### src/rtl/fetch_queue.sv
// Instruction fetch queue: a small circular buffer between the iCache and decode.
//
// Parameters:
//   ARCH_BITS        instruction and PC width
//   DEPTH            number of slots, must equal 2**PTR_BITS
//   PTR_BITS         slot index width
//   NOP_INSTRUCTION  instruction word presented while the queue is empty
//
// Ports:
//   clk        clock, all state updates on the rising edge
//   rst        synchronous active-high reset, highest priority
//   flush      discards every entry; wins over push and pop
//   in_valid   iCache delivers {in_pc, in_inst} this cycle
//   in_pc      PC of the incoming instruction
//   in_inst    incoming instruction word
//   in_ready   queue not full; depends on registered count only
//   out_valid  head entry valid for decode
//   out_pc     head PC, all ones while empty
//   out_inst   head instruction, NOP_INSTRUCTION while empty
//   out_ready  decode consumes the head this cycle
//   count      number of occupied slots, 0..DEPTH
module fetch_queue #(
   parameter int unsigned ARCH_BITS = 32,
   parameter int unsigned DEPTH = 4,
   parameter int unsigned PTR_BITS = 2,
   parameter logic [ARCH_BITS-1:0] NOP_INSTRUCTION = 32'hFFFFFFFF
) (
   input  logic                 clk,
   input  logic                 rst,
   input  logic                 flush,
   input  logic                 in_valid,
   input  logic [ARCH_BITS-1:0] in_pc,
   input  logic [ARCH_BITS-1:0] in_inst,
   output logic                 in_ready,
   output logic                 out_valid,
   output logic [ARCH_BITS-1:0] out_pc,
   output logic [ARCH_BITS-1:0] out_inst,
   input  logic                 out_ready,
   output logic [PTR_BITS:0]    count
);

   localparam logic [PTR_BITS:0] FullCount = (PTR_BITS + 1)'(DEPTH);

   logic [ARCH_BITS-1:0] pc_mem   [DEPTH];
   logic [ARCH_BITS-1:0] inst_mem [DEPTH];

   logic [PTR_BITS-1:0] head_q, head_d;
   logic [PTR_BITS-1:0] tail_q, tail_d;
   logic [PTR_BITS:0]   count_q, count_d;

   logic push;
   logic pop;

   // in_ready looks at the registered count only, so a pop never makes room
   // for a push in the same cycle.
   assign in_ready  = (count_q != FullCount);
   assign out_valid = (count_q != '0);
   assign count     = count_q;

   assign push = in_valid && in_ready && !flush;
   assign pop  = out_valid && out_ready && !flush;

   // Storage is read only when count is non-zero, so stale slots never leak out.
   assign out_pc   = out_valid ? pc_mem[head_q]   : '1;
   assign out_inst = out_valid ? inst_mem[head_q] : NOP_INSTRUCTION;

   always_comb begin
      head_d  = head_q;
      tail_d  = tail_q;
      count_d = count_q;
      if (flush) begin
         head_d  = '0;
         tail_d  = '0;
         count_d = '0;
      end else begin
         if (push) begin
            tail_d = tail_q + PTR_BITS'(1);
         end
         if (pop) begin
            head_d = head_q + PTR_BITS'(1);
         end
         unique case ({push, pop})
            2'b10:   count_d = count_q + (PTR_BITS + 1)'(1);
            2'b01:   count_d = count_q - (PTR_BITS + 1)'(1);
            default: count_d = count_q;
         endcase
      end
   end

   always_ff @(posedge clk) begin
      if (rst) begin
         head_q  <= '0;
         tail_q  <= '0;
         count_q <= '0;
      end else begin
         head_q  <= head_d;
         tail_q  <= tail_d;
         count_q <= count_d;
      end
   end

   // Data storage has no reset; a write during reset is harmless because
   // count is cleared and the slot is never read before being rewritten.
   always_ff @(posedge clk) begin
      if (push) begin
         pc_mem[tail_q]   <= in_pc;
         inst_mem[tail_q] <= in_inst;
      end
   end

endmodule

### config.mk
export PLATFORM = sky130hd
export DESIGN_NAME = fetch_queue
export DESIGN_NICKNAME = d
export VERILOG_FILES = /design/src/rtl/fetch_queue.sv
export SDC_FILE = /design/constraint.sdc
export NUM_CORES = 1
export LEC_CHECK = 0
export CAP_MARGIN = 20
export CORE_ASPECT_RATIO = 1.75
export CORE_MARGIN = 10
export CORE_UTILIZATION = 40
export CTS_CLUSTER_SIZE = 25
export DETAILED_ROUTE_END_ITERATION = 12
export SYNTH_ARGS = -nofsm -noshare
export SYNTH_HDL_FRONTEND = slang
export SYNTH_SLANG_ARGS = --single-unit
### constraint.sdc
create_clock -name clk -period 6.9 [get_ports clk]
set_input_delay 2.07 -clock clk [delete_from_list [all_inputs] [get_ports clk]]
set_output_delay 2.07 -clock clk [all_outputs]
set_load 0.05 [all_outputs]
==> results.yml, run 1 <==
status:
  status: "complete, no violations"
sta:
  fmax_mhz: 198.5
  fin_skew_ns: 0.01764
  setup_viol: 0
  final.setup.worst_slack_ns: 1.862
  final.setup.tns_ns: 0
  tightestPinTransition_ns: 1.061
  slew_violations: 0
  hold_viol: 0
  period_share: 0.7302
  rsz0062_at_grt: "no"
  slew_headroom: 0.2929
  fin_crit_ns: 5.038
pwr:
  p_int_mw: 2.534
  peakVddDrop_v: 0.0001751
  clockPowerShare: 0.379
  p_sw_uw: 654.7
  power.share.combinational: 0.059
  total_power_mw: 3.188
  swShare: 0.2053
  leakage_nw: 3.809
  p_seq_frac: 0.562
  p_per_area_nw_per_um2: 254.1
global_route:
  overflow: 0
  grt_first_pass_wirelength_um: 32220
  grt_pass1_vias: 5501
  antenna_found_initial: 2
  grt_max_degree: 65
  grt_usage: 0.1263
yosys:
  synthAdderAreaFrac: 0.008130
  syn_nets: 537
  synth_warnings: 0
  synthesis.area_um2: 10160
  synth-simple-area-share: 0.05063
  syn_inst: 462
  synthFlopType: "edfxtp_1"
  async_flop_share: 0
  yosys.area_share.xor_xnor: 0.002587
  synth-compound-area-share: 0.005174
  synth.area.mux_share: 0.1419
  syn_avg_cell_area_um2: 21.99
  synth-seq-cells: 265
  synth_top_family_by_area: "multiplexers"
  synth-edff-count: 256
  synthDistinctLibCells: 28
  yosysSeqAreaShare: 0.7746
clocking:
  cts_tree: "yes"
  post_cts_buffers: 0
  cts_hold_buf: 0
  ctsRootBufferMaster: "clkbuf_16"
  cts_resized: 0
  numCtsBuffers: 24
  clockBufferDepth: 3
  clk_pin_slew_worst_paths_ns: 0.06
  clock_latency_ns: 0.52
  clock_sinks: 265
  htreeDepth: 1
detailed_routing:
  final_antenna_net_count: 0
  wl_um: 20600
  drc: 0
  viasPerCell: 5.131
  vias: 4808
  wl_per_cell_um: 21.98
  drt_iter0_drc: 266
  dr.pass1.iters: 4
critical_path:
  worst-path-max-fanout: 64
  cp-start-kind: "register"
  arrival_ns: 2.97
  reg2reg_setup_slack_ns: 4.42
  end_kind: "output port"
  worst-setup-path-type: "register to output port"
  crit_required_ns: 4.83
hold_path:
  min_path_type: "register to register"
flow_run:
  maxCapViolations: 0
placement:
  dpl_worst_slack_ns: 2.360
  globalplace.congestion: 0.7045
  portBuffers: 137
  post-dp-hpwl_um: 12280
floorplan:
  coreArea_um2: 25150
  die_area_um2: 32420
  die_h_um: 230.8
  rows: 77
  io_pins: 138
  start_util: 0.4039
  die_w_um: 140.5
final_layout:
  syn2layout_area_growth_pct: 23.53
  fillerInstances: 2034
  multi_input_area_um2: 2142
  nets: 680
  antenna_cells: 0
  ff_latch_area_um2: 7875
  final_layout_size_suffix_gt1_frac: 0.1739
==> final timing paths <==
check | startpoint | end | depth (start not counted)
max | register | out_pc[1] | 3
min reg2reg | head_q[1] | register | 2
max reg2reg | count[2] | count[2] | 9
min | head_q[1] | register | 2
==> layer usage <==
| layer | wire length, µm | vias to the layer above | global-route usage |
|---|---|---|---|
| met4 | 449 | 4 | 0.04339 |
| met2 | 11420 | 115 | 0.2371 |
| met1 | 7640 | 2509 | 0.1357 |
| met3 | 1059 | 31 | 0.02610 |
| met5 | 30 | - | 0 |
| li1 | - | 2149 | - |
==> final cells by class <==
class	count	share of cell area
inverters	7	0.002094
repair buffers	140	0.1121
well taps	316	0.03151
flip-flops and latches	265	0.6276
clock buffers	32	0.05195
clock inverters	10	0.003989
multi-input cells	167	0.1707
==> synthesized netlist by cell type, types with 2 or more instances <==
cell,number,area share
dfxtp_1,9,0.018
a21oi_1,4,0.0020
or2_1,60,0.037
or3_1,2,0.0012
clkbuf_2,2,0.00099
ha_1,5,0.0062
buf_2,4,0.0020
buf_1,3,0.0011
o31ai_1,2,0.0015
mux4_2,64,0.14
or2_2,5,0.0031
buf_6,7,0.0078
clkbuf_1,7,0.0026
edfxtp_1,256,0.76
and3_1,4,0.0025
xor2_1,3,0.0026
inv_1,7,0.0026
o21ai_0,2,0.00099
nor2_1,7,0.0026
==> sequential cells by signal, summed over array words and instances (netlist names), named ones only <==
register	cells
count	3
head_q	2
inst_mem	128
pc_mem	128
tail_q	2
==> kinds of logic (layout without fill, tap and decap cells) <==
| kind of cell | after synthesis | in the layout |
|---|---|---|
| xor+xnor | 3 | 3 |
| mux | 64 | 64 |
| flops | 265 | 265 |
| compound gates | 9 | 9 |
| fa+ha+maj | 6 | 6 |
| simple gates | 85 | 85 |
| buf+inv | 30 | 189 |
==> power by group through the flow <==
stage,clock network [mW],logic (mW),registers (mW)
after floorplan,0,0.0934,1.83
after global placement,0,0.187,1.83
after detailed placement,0,0.191,1.83
after CTS,1.25,0.192,1.79
after global routing,1.30,0.201,1.79
final,1.21,0.188,1.79
==> cells in the final DEF (no fill, tap or decap) <==
cell type	netlist	final
a21oi_1	4	4
o21ai_0	2	2
fa_1	1	1
nor3_2	0	1
or2_2	5	5
clkbuf_16	0	25
clkdlybuf4s50_1	0	137
clkinvlp_4	0	1
a21o_1	1	1
dfxtp_1	9	7
or3b_1	1	1
buf_12	0	1
ha_1	5	5
nand2_1	1	1
inv_8	0	1
mux4_2	64	64
buf_4	0	2
and2_4	1	1
clkbuf_1	7	7
and3_4	0	4
or2_1	60	60
inv_1	7	7
o31ai_1	2	2
nand4_1	1	1
xor2_1	3	3
edfxtp_1	256	256
nor2b_1	1	1
or3_1	2	2
nand3_1	1	1
clkinv_1	0	7
dfxtp_4	0	2
nor2_1	7	7
clkinv_2	0	1
==> critical path, cell delays in order, from the launching register on <==
cell and delay [ns]:
dfxtp_4 0.98, mux4_2 0.41, or2_2 0.28, clkdlybuf4s50_1 0.70
==> metrics by stage <==
step                      instances  hold slack, ns    util  instance area (µm²)
after floorplan                 462          0.4591       -                10160
after detailed placement        895          0.4911  0.4711                11850
after global placement          895          0.4640  0.4711                11850
after global routing            937          0.5340  0.4990                12550
after CTS                       937          0.5047  0.4990                12550
final                           937          0.5040  0.4990                12550
(Power assumes the default switching activity.)
==> run 2: changes to the inputs <==
==> constraint.sdc (replaced) <==
create_clock -name clk -period 4.2 [get_ports clk]
set_input_delay 1.26 -clock clk [delete_from_list [all_inputs] [get_ports clk]]
set_output_delay 1.26 -clock clk [all_outputs]
set_load 0.05 [all_outputs]
==> results.yml, run 2 (synthesized netlist as in run 1, its figures left out) <==
critical_path:
  worst-setup-path-type: "register to output port"
  crit_chain: "buf_4 -> mux4_2 -> or2_1 -> clkdlybuf4s50_1"
  worst-path-max-fanout: 22
  crit_required_ns: 2.94
  crit_slowest_cell: "clkdlybuf4s50_1"
  cp-start-kind: "register"
  cpPeakStageDelay_ns: 0.70
  end_kind: "output port"
  arrival_ns: 2.80
global_route:
  grt_usage: 0.1352
  grt_pass1_vias: 5641
  grt_max_degree: 67
  grt_first_pass_wirelength_um: 34110
  use_met2: 0.2644
  met1_usage: 0.1382
  antenna_found_initial: 3
  overflow: 0
  grt-busiest-layer: "met2"
  grt_util_met3: 0.02898
pwr:
  leakage_nw: 3.967
  peakVddDrop_v: 0.0002942
  p_per_area_nw_per_um2: 426.7
  total_power_mw: 5.487
sta:
  slew_headroom: 0.6394
  fin_crit_ns: 4.056
  fin_skew_ns: 0.005175
  slew_violations: 0
  tightestPinTransition_ns: 0.5392
  hold_viol: 0
  period_share: 0.9658
  setup_viol: 0
  fmax_mhz: 246.5
  rsz0062_at_grt: "no"
  final.setup.worst_slack_ns: 0.1435
  final.setup.tns_ns: 0
final_layout:
  final_layout_size_suffix_gt1_frac: 0.2035
  fin_area_um2: 12860
  fillerInstances: 2017
  final_common_cell: "edfxtp_1"
  postLayoutCoreUtil: 0.5114
  nets: 695
  ff_latch_area_um2: 7875
  syn2layout_area_growth_pct: 26.61
  multi_input_area_um2: 2142
  final_cell_mix: "edfxtp_1, clkdlybuf4s50_1, mux4_2"
detailed_routing:
  vias: 4894
  wl_um: 22240
  drc: 0
  wl_per_cell_um: 23.38
  final_antenna_net_count: 0
  drt_iter0_drc: 269
  viasPerCell: 5.146
  dr.pass1.iters: 6
placement:
  globalplace.congestion: 0.6757
  post-dp-hpwl_um: 14220
  portBuffers: 137
  dpl_worst_slack_ns: 0.5027
  dpl-instance-area_um2: 12050
floorplan:
  start_util: 0.4039
  die_h_um: 230.8
  die_w_um: 140.5
  coreArea_um2: 25150
  rows: 77
  die_area_um2: 32420
  io_pins: 138
clocking:
  numCtsBuffers: 24
  clock_sinks: 265
  cts_tree: "yes"
  clk_pin_slew_worst_paths_ns: 0.06
  ctsRootBufferMaster: "clkbuf_16"
  cts_resized: 0
  htreeDepth: 1
  clock_latency_ns: 0.51
  clockBufferDepth: 3
  cts_hold_buf: 0
hold_path:
  min_path_type: "register to register"
status:
  status: "complete, no violations"
flow_run:
  maxCapViolations: 0
[run 2: changes by cell type in the layout (fill, tap and decap cells not counted), moves of 2 or more]
cell and change:
buf_12 +8, clkinv_2 +2, buf_4 +7, clkinv_1 -5, clkbuf_1 -2, bufinv_16 +4
[run 2: metal layers]
metal / vias to the layer above / routed length (µm)
met4: 4 / 328
met5: - / 31
met3: 36 / 1074
li1: 2180 / -
met1: 2560 / 7789
met2: 114 / 13020
[run 2: metrics by stage]
step           instances  hold slack (ns)
3_5_place_dp         909           0.4772
5_1_grt              951           0.5094
6_report             951           0.4795
4_1_cts              950           0.4869
3_3_place_gp         909           0.4618
2_1_floorplan        462           0.4591
[run 2: final timing paths]
kind	to	startpoint	cells past startpoint	slack, ns
worst max-delay path	out_pc[20]	register	4	0.14
worst min-delay path	register	head_q[1]	2	0.48
worst max register to register	count[2]	count[2]	9	1.68
worst min register to register	register	head_q[1]	2	0.48
[run 2: where the power goes]
part | internal, mW | switching [mW] | total (mW) | leakage, nW
sequential | 2.94 | 0.0104 | 2.95 | 2.40
clock | 1.33 | 0.897 | 2.22 | 0.386
combinational | 0.143 | 0.174 | 0.318 | 1.18
total | 4.40 | 1.08 | 5.49 | 3.97
[run 2: layout make-up]
| type | instances | share of cell area |
|---|---|---|
| Antenna cell | 1 | 0.0001946 |
| Sequential cell | 265 | 0.6124 |
| Inverter | 7 | 0.002043 |
| Timing Repair Buffer | 155 | 0.1263 |
| Clock buffer | 30 | 0.05011 |
| Tap cell | 316 | 0.03075 |
| Multi-Input combinational cell | 167 | 0.1666 |
| Clock inverter | 10 | 0.01168 |
[run 2: critical path, delay by kind of cell, from the launching register on]
kind,cells,cell delay (ns)
buf+inv,2,1.07
flops,1,0.57
mux,1,0.39
simple gates,1,0.22
[run 2: repair_timing]
| action | in CTS | in global routing |
|---|---|---|
| endpoints found under the hold margin | 0 | 0 |
| endpoints found under the setup margin | 34 | 0 |
| setup buffers | 1 | 0 |
==> run 3: changes to the inputs <==
--- a/config.mk
+++ b/config.mk
@@ -9,6 +9,7 @@
 export CORE_ASPECT_RATIO = 1.75
 export CORE_MARGIN = 10
 export CORE_UTILIZATION = 40
+export CTS_CLUSTER_DIAMETER = 120
 export CTS_CLUSTER_SIZE = 25
 export DETAILED_ROUTE_END_ITERATION = 12
 export SYNTH_ARGS = -nofsm -noshare
==> results.yml, run 3 (synthesized netlist as in run 1, its figures left out) <==
sta:
  hold_viol: 0
  fin_crit_ns: 4.049
  rsz0062_at_grt: "no"
  fin_skew_ns: 0.02019
  slew_violations: 0
  final.setup.worst_slack_ns: 0.1511
  period_share: 0.9640
  whs_ns: 0.4868
  final.setup.tns_ns: 0
  fmax_mhz: 247.0
  tightestPinTransition_ns: 0.5370
  slew_headroom: 0.6409
  setup_viol: 0
final_layout:
  final_common_cell: "edfxtp_1"
  syn2layout_area_growth_pct: 22.70
  finalNonFillerCells: 930
  final_layout_size_suffix_gt1_frac: 0.1827
  fillerInstances: 2040
  final_cell_mix: "edfxtp_1, clkdlybuf4s50_1, mux4_2"
  nets: 685
  fin_area_um2: 12460
  postLayoutCoreUtil: 0.4956
hold_path:
  min_path_type: "register to register"
  min_path_cells: 2
critical_path:
  arrival_ns: 2.79
  reg2reg_setup_slack_ns: 1.67
  cp-start-kind: "register"
  cp_num_buf_inv: 2
  cpPeakStageDelay_ns: 0.71
  cp_num_cells: 4
  worst-setup-path-type: "register to output port"
  crit_family: "buffers and inverters"
  r2r-end: "count[2]"
  crit_slowest_cell: "clkdlybuf4s50_1"
  worst-path-max-fanout: 22
  crit_chain: "buf_4 -> mux4_2 -> or2_1 -> clkdlybuf4s50_1"
  r2r_cells: 9
  r2r_start: "count[2]"
  crit_required_ns: 2.94
  endpoint: "out_pc[16]"
  end_kind: "output port"
clocking:
  cts_hold_buf: 0
  clockBufferDepth: 3
  clk_pin_slew_worst_paths_ns: 0.10
  clock_latency_ns: 0.48
  ctsRootBufferMaster: "clkbuf_16"
  clock_sinks: 265
  numCtsBuffers: 14
  htreeDepth: 1
  cts_tree: "yes"
detailed_routing:
  wl_per_cell_um: 23.51
  drt_iter0_drc: 313
  viasPerCell: 5.148
  wl_um: 21860
  final_antenna_net_count: 0
  vias: 4788
  drc: 0
  dr.pass1.iters: 6
global_route:
  overflow: 0
  grt_pass1_vias: 5447
  antenna_found_initial: 3
  grt_usage: 0.1325
  grt_max_degree: 67
  grt_first_pass_wirelength_um: 33460
floorplan:
  rows: 77
  die_h_um: 230.8
  die_area_um2: 32420
  coreArea_um2: 25150
  io_pins: 138
  start_util: 0.4039
  die_w_um: 140.5
status:
  status: "complete, no violations"
placement:
  globalplace.congestion: 0.6757
  place_inst: 909
  dpl_worst_slack_ns: 0.5027
  portBuffers: 137
  dpl-instance-area_um2: 12050
  post-dp-hpwl_um: 14220
flow_run:
  maxCapViolations: 0
pwr:
  leakage_nw: 3.776
  total_power_mw: 4.696
  peakVddDrop_v: 0.0003746
  p_per_area_nw_per_um2: 376.8
## run 3: changes by cell type in the layout (fill, tap and decap cells not counted), sizes merged
cell	change
inv	+1
clkbuf	-12
bufinv	-4
clkinv	-5
clkinvlp	-1
## run 3: what timing repair did
item                                    in CTS  in global routing
buffers inserted                             1                  0
endpoints found under the setup margin      14                  0
gates resized for setup                      0                  0
hold endpoints to repair                     0                  0
## run 3: worst min path at each step
stage | start | end | slack (ns)
floorplan | head_q[1] | register | 0.46
global placement | head_q[1] | register | 0.46
detailed placement | head_q[1] | register | 0.48
CTS | head_q[1] | register | 0.49
global route | head_q[1] | register | 0.52
finish | head_q[1] | register | 0.49
## run 3: area by class of cell
cell class | count | area, µm² | area share
Multi-Input combinational cell | 167 | 2142 | 0.1719
Clock inverter | 1 | 11.26 | 0.0009035
Timing Repair Buffer | 155 | 1624 | 0.1303
Tap cell | 316 | 395.4 | 0.03172
Sequential cell | 265 | 7875 | 0.6319
Clock buffer | 18 | 386.6 | 0.03102
Antenna cell | 1 | 2.502 | 0.0002008
Inverter | 7 | 26.28 | 0.002108
## run 3: routing by layer
metal	global-route usage	up-vias	wire length, µm
li1	-	2143	-
met1	0.1392	2525	7892
met2	0.2594	92	12720
met3	0.02693	24	976
met4	0.03044	4	249
met5	0	-	26
## run 3: power by group
part	switching (mW)	total, mW	internal (mW)	leakage (nW)
logic	0.173	0.317	0.143	1.18
registers	0.0105	2.94	2.93	2.40
clock network	0.779	1.44	0.658	0.194
total	0.963	4.70	3.73	3.78
## run 3: worst min-delay path, cell delays in order, from the launching register on
cell and delay (ns):
dfxtp_1 0.32, o21ai_0 0.06, a21oi_1 0.07
